[src/rtl/legv8_ctrl_pkg.sv]
`default_nettype none
// ============================================================================
// Package  : legv8_ctrl_pkg
// Purpose  : Shared state type, opcode patterns and datapath select encodings
//            for the LEGv8 multicycle main control FSM.
// Revision : 1.0 - initial release
// ============================================================================
package legv8_ctrl_pkg;

    localparam int OPC_WIDTH = 11;

    typedef logic [OPC_WIDTH-1:0] opc_t;

    // Encodings are architecturally visible on state_o, so they are pinned.
    typedef enum logic [3:0] {
        S_FETCH      = 4'd0,
        S_DECODE     = 4'd1,
        S_MEM_ADDR   = 4'd2,
        S_MEM_READ   = 4'd3,
        S_MEM_WB     = 4'd4,
        S_MEM_WRITE  = 4'd5,
        S_EXECUTE    = 4'd6,
        S_R_COMPLETE = 4'd7,
        S_BRANCH     = 4'd8,
        S_JUMP       = 4'd9,
        S_FAULT      = 4'd10
    } state_t;

    // Opcode patterns and the bits of IR[31:21] each one actually decodes.
    localparam opc_t c_mask_full = 11'b111_1111_1111;
    localparam opc_t c_mask_cbz  = 11'b111_1111_1000;
    localparam opc_t c_mask_b    = 11'b111_1110_0000;

    localparam opc_t c_opc_add   = 11'b100_0101_1000;
    localparam opc_t c_opc_sub   = 11'b110_0101_1000;
    localparam opc_t c_opc_and   = 11'b100_0101_0000;
    localparam opc_t c_opc_orr   = 11'b101_0101_0000;
    localparam opc_t c_opc_ldur  = 11'b111_1100_0010;
    localparam opc_t c_opc_stur  = 11'b111_1100_0000;
    localparam opc_t c_opc_cbz   = 11'b101_1010_0000;
    localparam opc_t c_opc_b     = 11'b000_1010_0000;

    // ALUOp encodings consumed by ALU_control.
    localparam logic [1:0] ALUOP_ADD   = 2'b00;
    localparam logic [1:0] ALUOP_PASSB = 2'b01;
    localparam logic [1:0] ALUOP_RTYPE = 2'b10;

    // ALU B-operand mux selects.
    localparam logic [1:0] c_srcb_reg  = 2'b00;
    localparam logic [1:0] c_srcb_four = 2'b01;
    localparam logic [1:0] c_srcb_doff = 2'b10;
    localparam logic [1:0] c_srcb_boff = 2'b11;

    // PC source mux selects.
    localparam logic [1:0] c_pcsrc_alu    = 2'b00;
    localparam logic [1:0] c_pcsrc_aluout = 2'b01;
    localparam logic [1:0] c_pcsrc_jump   = 2'b10;

    // True when the masked opcode bits equal the masked pattern.
    function automatic logic opc_match(input opc_t opc, input opc_t value, input opc_t mask);
        return ((opc & mask) == (value & mask));
    endfunction

endpackage
`default_nettype wire

[src/rtl/opcode_classify.sv]
`default_nettype none
// ============================================================================
// Module   : opcode_classify
// Purpose  : Combinational decoder from IR[31:21] to the instruction classes
//            the main control FSM dispatches on.
// Revision : 1.0 - initial release
// ============================================================================
module opcode_classify #(
    parameter int OPC_W = legv8_ctrl_pkg::OPC_WIDTH
) (
    input  logic [OPC_W-1:0] opcode,
    output logic             is_rtype,
    output logic             is_ldur,
    output logic             is_stur,
    output logic             is_cbz,
    output logic             is_b,
    output logic             is_illegal
);
    import legv8_ctrl_pkg::*;

    // Exactly one class is asserted for any opcode; anything unmatched is illegal.
    always_comb begin
        is_rtype   = opc_match(opcode, c_opc_add, c_mask_full)
                   | opc_match(opcode, c_opc_sub, c_mask_full)
                   | opc_match(opcode, c_opc_and, c_mask_full)
                   | opc_match(opcode, c_opc_orr, c_mask_full);
        is_ldur    = opc_match(opcode, c_opc_ldur, c_mask_full);
        is_stur    = opc_match(opcode, c_opc_stur, c_mask_full);
        is_cbz     = opc_match(opcode, c_opc_cbz, c_mask_cbz);
        is_b       = opc_match(opcode, c_opc_b, c_mask_b);
        is_illegal = ~(is_rtype | is_ldur | is_stur | is_cbz | is_b);
    end

endmodule
`default_nettype wire

[src/rtl/multicycle_control.sv]
`default_nettype none
// ============================================================================
// Module   : multicycle_control
// Purpose  : Moore main control FSM for the multicycle LEGv8 datapath. Walks
//            fetch/decode/execute/memory/writeback, stalls on mem_ready and
//            traps illegal opcodes or memory timeouts in a sticky FAULT state.
// Revision : 1.0 - initial release
// ============================================================================
module multicycle_control #(
    parameter int OPC_W       = legv8_ctrl_pkg::OPC_WIDTH,
    parameter int MEM_TIMEOUT = 15
) (
    input  logic             clk,
    input  logic             rst_n,
    input  logic [OPC_W-1:0] opcode,
    input  logic             mem_ready,
    output logic [1:0]       ALUOp,
    output logic             ALUSrcA,
    output logic [1:0]       ALUSrcB,
    output logic             IorD,
    output logic             MemRead,
    output logic             MemWrite,
    output logic             IRWrite,
    output logic             PCWrite,
    output logic             PCWriteCond,
    output logic [1:0]       PCSource,
    output logic             RegWrite,
    output logic             MemtoReg,
    output logic             Reg2Loc,
    output logic             fault,
    output logic [3:0]       state_o
);
    import legv8_ctrl_pkg::*;

    localparam int                    c_stall_w   = $clog2(MEM_TIMEOUT + 1);
    localparam logic [c_stall_w-1:0]  c_stall_max  = c_stall_w'(MEM_TIMEOUT);
    localparam logic [c_stall_w-1:0]  c_stall_last = c_stall_w'(MEM_TIMEOUT - 1);
    localparam logic [c_stall_w-1:0]  c_stall_one  = c_stall_w'(1);

    state_t               r_state;
    state_t               w_next_state;
    logic [c_stall_w-1:0] r_stall;

    logic w_is_rtype;
    logic w_is_ldur;
    logic w_is_stur;
    logic w_is_cbz;
    logic w_is_b;
    logic w_is_illegal;
    logic w_in_wait;
    logic w_timeout;

    opcode_classify #(
        .OPC_W (OPC_W)
    ) u_classify (
        .opcode     (opcode),
        .is_rtype   (w_is_rtype),
        .is_ldur    (w_is_ldur),
        .is_stur    (w_is_stur),
        .is_cbz     (w_is_cbz),
        .is_b       (w_is_b),
        .is_illegal (w_is_illegal)
    );

    // The three states that wait on the memory handshake share one stall counter.
    assign w_in_wait = (r_state == S_FETCH) || (r_state == S_MEM_READ) || (r_state == S_MEM_WRITE);
    // The cycle that would bring the count up to MEM_TIMEOUT without ready is the timeout.
    assign w_timeout = w_in_wait && !mem_ready && (r_stall >= c_stall_last);

    // State register; reset aborts any instruction in flight.
    always_ff @(posedge clk or negedge rst_n) begin
        if (!rst_n) begin
            r_state <= S_FETCH;
        end else begin
            r_state <= w_next_state;
        end
    end

    // Stall counter: counts unready wait cycles, saturates, clears on ready or state exit.
    always_ff @(posedge clk or negedge rst_n) begin
        if (!rst_n) begin
            r_stall <= '0;
        end else if (w_in_wait && !mem_ready && !w_timeout) begin
            if (r_stall != c_stall_max) begin
                r_stall <= r_stall + c_stall_one;
            end
        end else begin
            r_stall <= '0;
        end
    end

    // Next-state selection; opcode is only consulted in DECODE and MEM_ADDR.
    always_comb begin
        w_next_state = r_state;
        case (r_state)
            S_FETCH: begin
                if (mem_ready)      w_next_state = S_DECODE;
                else if (w_timeout) w_next_state = S_FAULT;
            end
            S_DECODE: begin
                if (w_is_illegal)               w_next_state = S_FAULT;
                else if (w_is_rtype)            w_next_state = S_EXECUTE;
                else if (w_is_ldur || w_is_stur) w_next_state = S_MEM_ADDR;
                else if (w_is_cbz)              w_next_state = S_BRANCH;
                else if (w_is_b)                w_next_state = S_JUMP;
                else                            w_next_state = S_FAULT;
            end
            S_MEM_ADDR: begin
                if (w_is_ldur)      w_next_state = S_MEM_READ;
                else if (w_is_stur) w_next_state = S_MEM_WRITE;
                else                w_next_state = S_FAULT;
            end
            S_MEM_READ: begin
                if (mem_ready)      w_next_state = S_MEM_WB;
                else if (w_timeout) w_next_state = S_FAULT;
            end
            S_MEM_WRITE: begin
                if (mem_ready)      w_next_state = S_FETCH;
                else if (w_timeout) w_next_state = S_FAULT;
            end
            S_MEM_WB:     w_next_state = S_FETCH;
            S_EXECUTE:    w_next_state = S_R_COMPLETE;
            S_R_COMPLETE: w_next_state = S_FETCH;
            S_BRANCH:     w_next_state = S_FETCH;
            S_JUMP:       w_next_state = S_FETCH;
            S_FAULT:      w_next_state = S_FAULT;
            default:      w_next_state = S_FAULT;
        endcase
    end

    // Datapath controls per state; everything is forced low while rst_n is low.
    always_comb begin
        ALUOp       = ALUOP_ADD;
        ALUSrcA     = 1'b0;
        ALUSrcB     = c_srcb_reg;
        IorD        = 1'b0;
        MemRead     = 1'b0;
        MemWrite    = 1'b0;
        IRWrite     = 1'b0;
        PCWrite     = 1'b0;
        PCWriteCond = 1'b0;
        PCSource    = c_pcsrc_alu;
        RegWrite    = 1'b0;
        MemtoReg    = 1'b0;
        Reg2Loc     = 1'b0;
        fault       = 1'b0;
        if (rst_n) begin
            case (r_state)
                S_FETCH: begin
                    MemRead = 1'b1;
                    ALUSrcB = c_srcb_four;
                    // Latch IR and advance PC only on the cycle memory delivers.
                    IRWrite = mem_ready;
                    PCWrite = mem_ready;
                end
                S_DECODE: begin
                    ALUSrcB = c_srcb_boff;
                    Reg2Loc = w_is_stur | w_is_cbz;
                end
                S_MEM_ADDR: begin
                    ALUSrcA = 1'b1;
                    ALUSrcB = c_srcb_doff;
                end
                S_MEM_READ: begin
                    MemRead = 1'b1;
                    IorD    = 1'b1;
                end
                S_MEM_WB: begin
                    RegWrite = 1'b1;
                    MemtoReg = 1'b1;
                end
                S_MEM_WRITE: begin
                    MemWrite = 1'b1;
                    IorD     = 1'b1;
                    Reg2Loc  = 1'b1;
                end
                S_EXECUTE: begin
                    ALUSrcA = 1'b1;
                    ALUOp   = ALUOP_RTYPE;
                end
                S_R_COMPLETE: begin
                    RegWrite = 1'b1;
                end
                S_BRANCH: begin
                    ALUSrcA     = 1'b1;
                    ALUOp       = ALUOP_PASSB;
                    Reg2Loc     = 1'b1;
                    PCWriteCond = 1'b1;
                    PCSource    = c_pcsrc_aluout;
                end
                S_JUMP: begin
                    PCWrite  = 1'b1;
                    PCSource = c_pcsrc_jump;
                end
                S_FAULT: begin
                    fault = 1'b1;
                end
                default: begin
                    fault = 1'b0;
                end
            endcase
        end
    end

    assign state_o = rst_n ? r_state : S_FETCH;

endmodule
`default_nettype wire
[config.mk]
export PLATFORM = sky130hd
export DESIGN_NAME = multicycle_control
export DESIGN_NICKNAME = d
export VERILOG_FILES = /design/src/rtl/legv8_ctrl_pkg.sv /design/src/rtl/opcode_classify.sv /design/src/rtl/multicycle_control.sv
export SDC_FILE = /design/constraint.sdc
export NUM_CORES = 1
export LEC_CHECK = 0
export BUFFER_PORTS_ARGS = -buffer_cell sky130_fd_sc_hd__buf_4
export CAP_MARGIN = 30
export CORE_UTILIZATION = 52
export CTS_CLUSTER_SIZE = 14
export DETAILED_ROUTE_END_ITERATION = 8
export GPL_TIMING_DRIVEN = 0
export PLACE_DENSITY = 0.92
export REMOVE_ABC_BUFFERS = 1
export SYNTH_ARGS = -nofsm -noshare
export SYNTH_HDL_FRONTEND = slang
export SYNTH_HIERARCHICAL = 1
export SYNTH_SLANG_ARGS = --single-unit
[constraint.sdc]
create_clock -name clk -period 4.3 [get_ports clk]
set_input_delay 0.645 -clock clk [delete_from_list [all_inputs] [get_ports clk]]
set_output_delay 0.645 -clock clk [all_outputs]
set_load 0.01 [all_outputs]
==> results of run 1 <==
## final cells by class
type                            instances  area share [%]
Clock buffer                            3            1.89
Timing Repair Buffer                   34            21.4
Sequential cell                         8            16.8
Inverter                                6            1.89
Multi-Input combinational cell         94            55.5
Tap cell                               25            2.62
## kinds of logic (layout without fill, tap and decap cells)
| kind of cell | Yosys count | count (layout) | synth area share, % |
|---|---|---|---|
| mux | 1 | 1 | 1.06 |
| compound gates | 26 | 26 | 23.7 |
| flops | 8 | 8 | 21.2 |
| simple gates | 62 | 62 | 39.9 |
| fa+ha+maj | 2 | 2 | 2.65 |
| xor+xnor | 3 | 3 | 2.79 |
| buf+inv | 15 | 43 | 8.62 |
## critical path, cell delays in order
cell and delay [ns]:
buf_4 0.11, or4b_4 0.55, nor4_1 0.75, or3_1 0.20, a31oi_1 0.08, nor2_1 0.11
buf_4 0.13
## cells in the final DEF, fill, tap and decap left out, types with 2 or more instances in the layout
cell / instances
buf_4: 34
nor2_1: 14
nor3_1: 8
dfrtp_1: 8
nand2_1: 7
inv_1: 5
and2_1: 4
nand2b_1: 4
nand3_1: 4
o21ai_0: 3
nor4_1: 3
nor3b_1: 3
clkbuf_4: 3
nor2b_1: 2
a211oi_1: 2
nor4b_2: 2
xnor2_1: 2
o21bai_1: 2
or4b_4: 2
a31oi_1: 2
a21oi_1: 2
a2111oi_2: 2
ha_1: 2
## worst min path at each step
stage | from | slack, ns | depth (start not counted) | to
2_1_floorplan | rst_n | 0.35 | 0 | r_stall[0]$_DFFE_PN0P_
6_report | rst_n | 0.22 | 1 | r_stall[2]$_DFFE_PN0P_
5_1_grt | rst_n | 0.23 | 1 | r_state[1]$_DFF_PN0_
3_5_place_dp | rst_n | 0.49 | 1 | r_stall[2]$_DFFE_PN0P_
3_3_place_gp | rst_n | 0.49 | 1 | r_stall[3]$_DFFE_PN0P_
4_1_cts | rst_n | 0.22 | 1 | r_stall[2]$_DFFE_PN0P_
## state kept, by name (all words and copies together) (netlist names)
signal and cells:
r_stall 4, r_state 4
## metrics by stage
step | setup slack, ns | instances | hold WS (ns)
floorplan | 1.44 | 108 | 0.349
global placement | 1.15 | 167 | 0.489
detailed placement | 1.12 | 167 | 0.491
CTS | 1.11 | 170 | 0.220
global route | 0.967 | 170 | 0.225
finish | 1.09 | 170 | 0.221
## layer usage
layer / wire, um / global-route usage, %
met2: 1200 / 46.2
met5: 0 / 0
met3: 92 / 1.22
met4: 17 / 5.45
met1: 902 / 30.8
## report_power, final
part	switching [W]	internal [W]	total, W
sequential	0	0.0000753	0.0000753
clock	0.0000260	0.0000320	0.0000580
combinational	0.0000114	0.0000140	0.0000254
==> impl_metrics.tcl, run 1 <==
set metrics [dict create \
    synth_cells 117 \
    finalHoldViolCount 0 \
    start_util_pct 55.2 \
    cts_setup_buffers 0 \
    period_share_pct 74.8 \
    synth_area_leader_cell "dfrtp_1" \
    placed_area_um2 1170 \
    wire_per_inst_um 13.0 \
    yosysTopAreaCellShare_pct 21.2 \
    area_growth_pct 26.5 \
    start_kind "input port" \
    syn_area_um2 943 \
    slew_headroom_pct 42.9 \
    crit_arrival_ns 2.57 \
    cp-startpoint "opcode[0]" \
    fmax_mhz 311 \
    dpl.hpwl_um 1670 \
    vias 1022 \
    multi_input_area_um2 662 \
    io_pins 35 \
    grt_max_degree 21 \
    period_needed_ns 3.21 \
    die_h_um 44.6 \
    p_leak_nw 0.524 \
    port_buffers 34 \
    place_congestion 0.815 \
    report.final.slew_viol_count 0 \
    drt-initial-drc-count 15 \
    reg2reg_depth 3 \
    postCtsResizedCells 0 \
    power.total_w 0.000159 \
    violations "design-rule violations" \
    cts_tree "done" \
    cts_made_buffers 3 \
    coreArea_um2 1710 \
    routed_wl_um 2220 \
    path_class "in2out" \
    critPathRequiredTime_ns 3.65 \
    status "finished with violations" \
    cts_sinks 8 \
    synth_area_leaders "dfrtp_1, nor2_1, nor3_1, a2111oi_2, nor4b_2" \
    power_density_nw_per_um2 133 \
    synth_edf_count 0 \
    fin_area_um2 1190 \
    reg2reg_from "r_state[1]$_DFF_PN0_" \
    track_usage_pct 24.7 \
    worstHoldPathType "in2async" \
    fillers 140 \
    final_nets 163 \
    dieArea_um2 1990 \
    finalSetupViolations 0 \
    vias_per_cell 6.01 \
    synth_cell_types 49 \
    async_flop_share_pct 100 \
    r2r_end "r_state[1]$_DFF_PN0_" \
    ys_ff_latch 8 \
    rows 15 \
    diodes 0 \
    drive_above_1_share_pct 32.4 \
    peakVddDrop_mv 0.112 \
    cts_hold_buf 0 \
    crit_path_end_kind "output port" \
    ys_seq_area_share_pct 21.2 \
    insertion_delay_ns 0.25 \
    antenna_found_initial 0 \
    synth_flop_cell "dfrtp_1" \
    ant_nets 0 \
    worst_pin_slew_ns 0.849 \
    rsz0062_at_grt "false" \
    die_x_um 44.6 \
    grt_pass1_wl_um 3680 \
    grt_pass1_vias 855 \
    htreeDepth 1 \
    path_max_fanout 6 \
    drt_drc_violations_left 2 \
    clock_skew_ns 0.00181 \
    overflow 0 \
    fin_util_pct 69.9 \
    clk_pin_slew_worst_paths_ns 0.06 \
    seq_area_um2 200 \
    cts_root_buffer "clkbuf_4" \
    yosysMostFrequentCell "nor2_1" \
    syn_area_per_cell_um2 8.06 \
    drt_first_pass_iters 6 \
    fin_setup_tns_ns 0 \
    cap_violations 0 \
    crit_end "Reg2Loc" \
    synthTopCellsByCount "nor2_1, dfrtp_1, nor3_1" \
    r2r_slack_ns 2.65 \
    synth_warnings 6 \
    clk_path_buf_depth 2 \
]
No activity file was read; power rests on OpenSTA's default activity.
==> run 2: changes to the inputs <==
--- a/config.mk
+++ b/config.mk
@@ -7,11 +7,11 @@
 export LEC_CHECK = 0
 export BUFFER_PORTS_ARGS = -buffer_cell sky130_fd_sc_hd__buf_4
 export CAP_MARGIN = 30
-export CORE_UTILIZATION = 52
+export CORE_UTILIZATION = 44
 export CTS_CLUSTER_SIZE = 14
 export DETAILED_ROUTE_END_ITERATION = 8
 export GPL_TIMING_DRIVEN = 0
-export PLACE_DENSITY = 0.92
+export PLACE_DENSITY = 0.83
 export REMOVE_ABC_BUFFERS = 1
 export SYNTH_ARGS = -nofsm -noshare
 export SYNTH_HDL_FRONTEND = slang
==> constraint.sdc (replaced) <==
create_clock -name clk -period 2.8 [get_ports clk]
set_input_delay 0.42 -clock clk [delete_from_list [all_inputs] [get_ports clk]]
set_output_delay 0.42 -clock clk [all_outputs]
set_load 0.01 [all_outputs]
==> run 2 against run 1 <==
The flow now finishes without violations. Sequential share of layout area is 0.26 points lower. Wire length is 6.0% higher. Largest power group unchanged. Via count is 2.7% lower. Combinational power is 59% higher. Count of clock-buffer cells in the layout stayed put. Die area is 17% higher. Register-to-register slack worse by 1.5 ns. Clock power is 54% higher. Non-clock buffer count is 1 higher. Critical path depth stayed put. First-iteration DRC count is 33% higher.
==> impl_metrics.tcl, run 2 (same netlist as run 1, synthesis figures left out) <==
set metrics [dict create \
    vias 994 \
    p_leak_nw 0.528 \
    cts_sinks 8 \
    grt_max_degree 21 \
    io_pins 35 \
    critPathRequiredTime_ns 2.38 \
    antenna_found_initial 0 \
    power_density_nw_per_um2 203 \
    layout_common_cells "buf_4, nor2_1, nor3_1, dfrtp_1, nand2_1" \
    reg_top3 "r_stall: 4 flops, r_state: 4 flops" \
    htreeDepth 1 \
    path_max_fanout 6 \
    setup_ws_ns 0.217 \
    crit_path_end_kind "output port" \
    finalSetupViolations 0 \
    overflow 0 \
    clk_pin_slew_worst_paths_ns 0.05 \
    layout_commonest_cell "buf_4" \
    fin_setup_tns_ns 0 \
    clk_path_buf_depth 2 \
    cp-startpoint "opcode[0]" \
    worst_pin_slew_ns 0.735 \
    cap_violations 0 \
    wire_per_inst_um 13.6 \
    status "finished clean" \
    drt_drc_violations_left 0 \
    die_x_um 48.3 \
    reg2reg_depth 3 \
    cts_root_buffer "clkbuf_4" \
    slew_headroom_pct 50.5 \
    track_usage_pct 21.8 \
    crit_end "Reg2Loc" \
    place_congestion 0.819 \
    hold_slack_ns 0.535 \
    final_nets 164 \
    cts_made_buffers 3 \
    rows 16 \
    start_util_pct 47.6 \
    ant_nets 0 \
    cts_tree "done" \
    fmax_mhz 387 \
    finalHoldViolCount 0 \
    vias_per_cell 5.75 \
    coreArea_um2 1980 \
    crit_arrival_ns 2.16 \
    worstHoldPathType "in2async" \
    drt_first_pass_iters 4 \
    peakVddDrop_mv 0.171 \
    grt_pass1_wl_um 4060 \
    rsz0062_at_grt "false" \
    start_kind "input port" \
    dp_slack_ns -0.00162 \
    grt_pass1_vias 956 \
    routed_wl_um 2350 \
    report.final.slew_viol_count 0 \
    insertion_delay_ns 0.26 \
    diodes 0 \
    path_class "in2out" \
    dpl.hpwl_um 1770 \
    period_share_pct 92.3 \
    fillers 176 \
    port_buffers 34 \
    drive_above_1_share_pct 32.9 \
    reg2reg_from "r_state[1]$_DFF_PN0_" \
    period_needed_ns 2.58 \
    dieArea_um2 2330 \
    r2r_slack_ns 1.17 \
    die_h_um 48.3 \
    r2r_end "r_state[1]$_DFF_PN0_" \
    drt-initial-drc-count 20 \
    area_growth_pct 28.5 \
    fin_util_pct 61.2 \
    cts_setup_buffers 0 \
    clock_skew_ns 0.00254 \
]
==> run 2: cell types whose count changed in the layout (fill, tap and decap cells not counted) <==
cell and delta:
nor4_2 +1, dlygate4sd3_1 +1, nor4_1 -1
==> run 2: through the flow <==
step	area (um^2)	power [W]	instances
finish	1210	0.000246	173
global route	1210	0.000260	173
CTS	1210	0.000248	173
detailed placement	1170	0.000157	169
global placement	1170	0.000156	169
floorplan	885	0.000131	108
==> run 2: final cells by class <==
class	count	area [um^2]	area share, %
Clock buffer	3	22.5	1.86
Sequential cell	8	200	16.5
Tap cell	27	33.8	2.79
Timing Repair Buffer	35	265	21.9
Inverter	6	22.5	1.86
Multi-Input combinational cell	94	668	55.1
==> run 2: worst min path at each step <==
stage	start	slack [ns]	endpoint	cells after the start
global placement	rst_n	0.26	r_stall[3]$_DFFE_PN0P_	1
global route	rst_n	0.55	r_state[1]$_DFF_PN0_	2
floorplan	rst_n	0.12	r_stall[0]$_DFFE_PN0P_	0
detailed placement	rst_n	0.27	r_stall[3]$_DFFE_PN0P_	1
finish	rst_n	0.54	r_state[2]$_DFF_PN0_	2
CTS	rst_n	0.53	r_stall[1]$_DFFE_PN0P_	2
==> run 2: what timing repair did <==
item                       4_1_cts  5_1_grt
setup endpoints to repair        1        0
hold buffers                     1        0
resized for setup                1        0
hold endpoints to repair         8        0
==> run 2: worst max-delay path, cell delays in order <==
cell     delay (ns)
buf_4          0.11
or4b_4         0.55
nor4_2         0.52
or3_1          0.22
a31oi_1        0.09
nor2_1         0.12
buf_4          0.13
==> run 2: layer usage <==
metal / up-vias / wire length, um / GRT usage, %
met3: 2 / 85 / 4.72
met2: 22 / 1250 / 41.8
met5: - / 0 / 0
li1: 493 / - / -
met1: 477 / 1000 / 24.0
met4: 0 / 12 / 5.88
==> run 2: where the power goes <==
part	internal, W	switching [W]	total [W]	leakage, nW
combinational	0.0000225	0.0000180	0.0000405	0.413
clock	0.0000491	0.0000404	0.0000895	0.0138
sequential	0.000116	0	0.000116	0.101
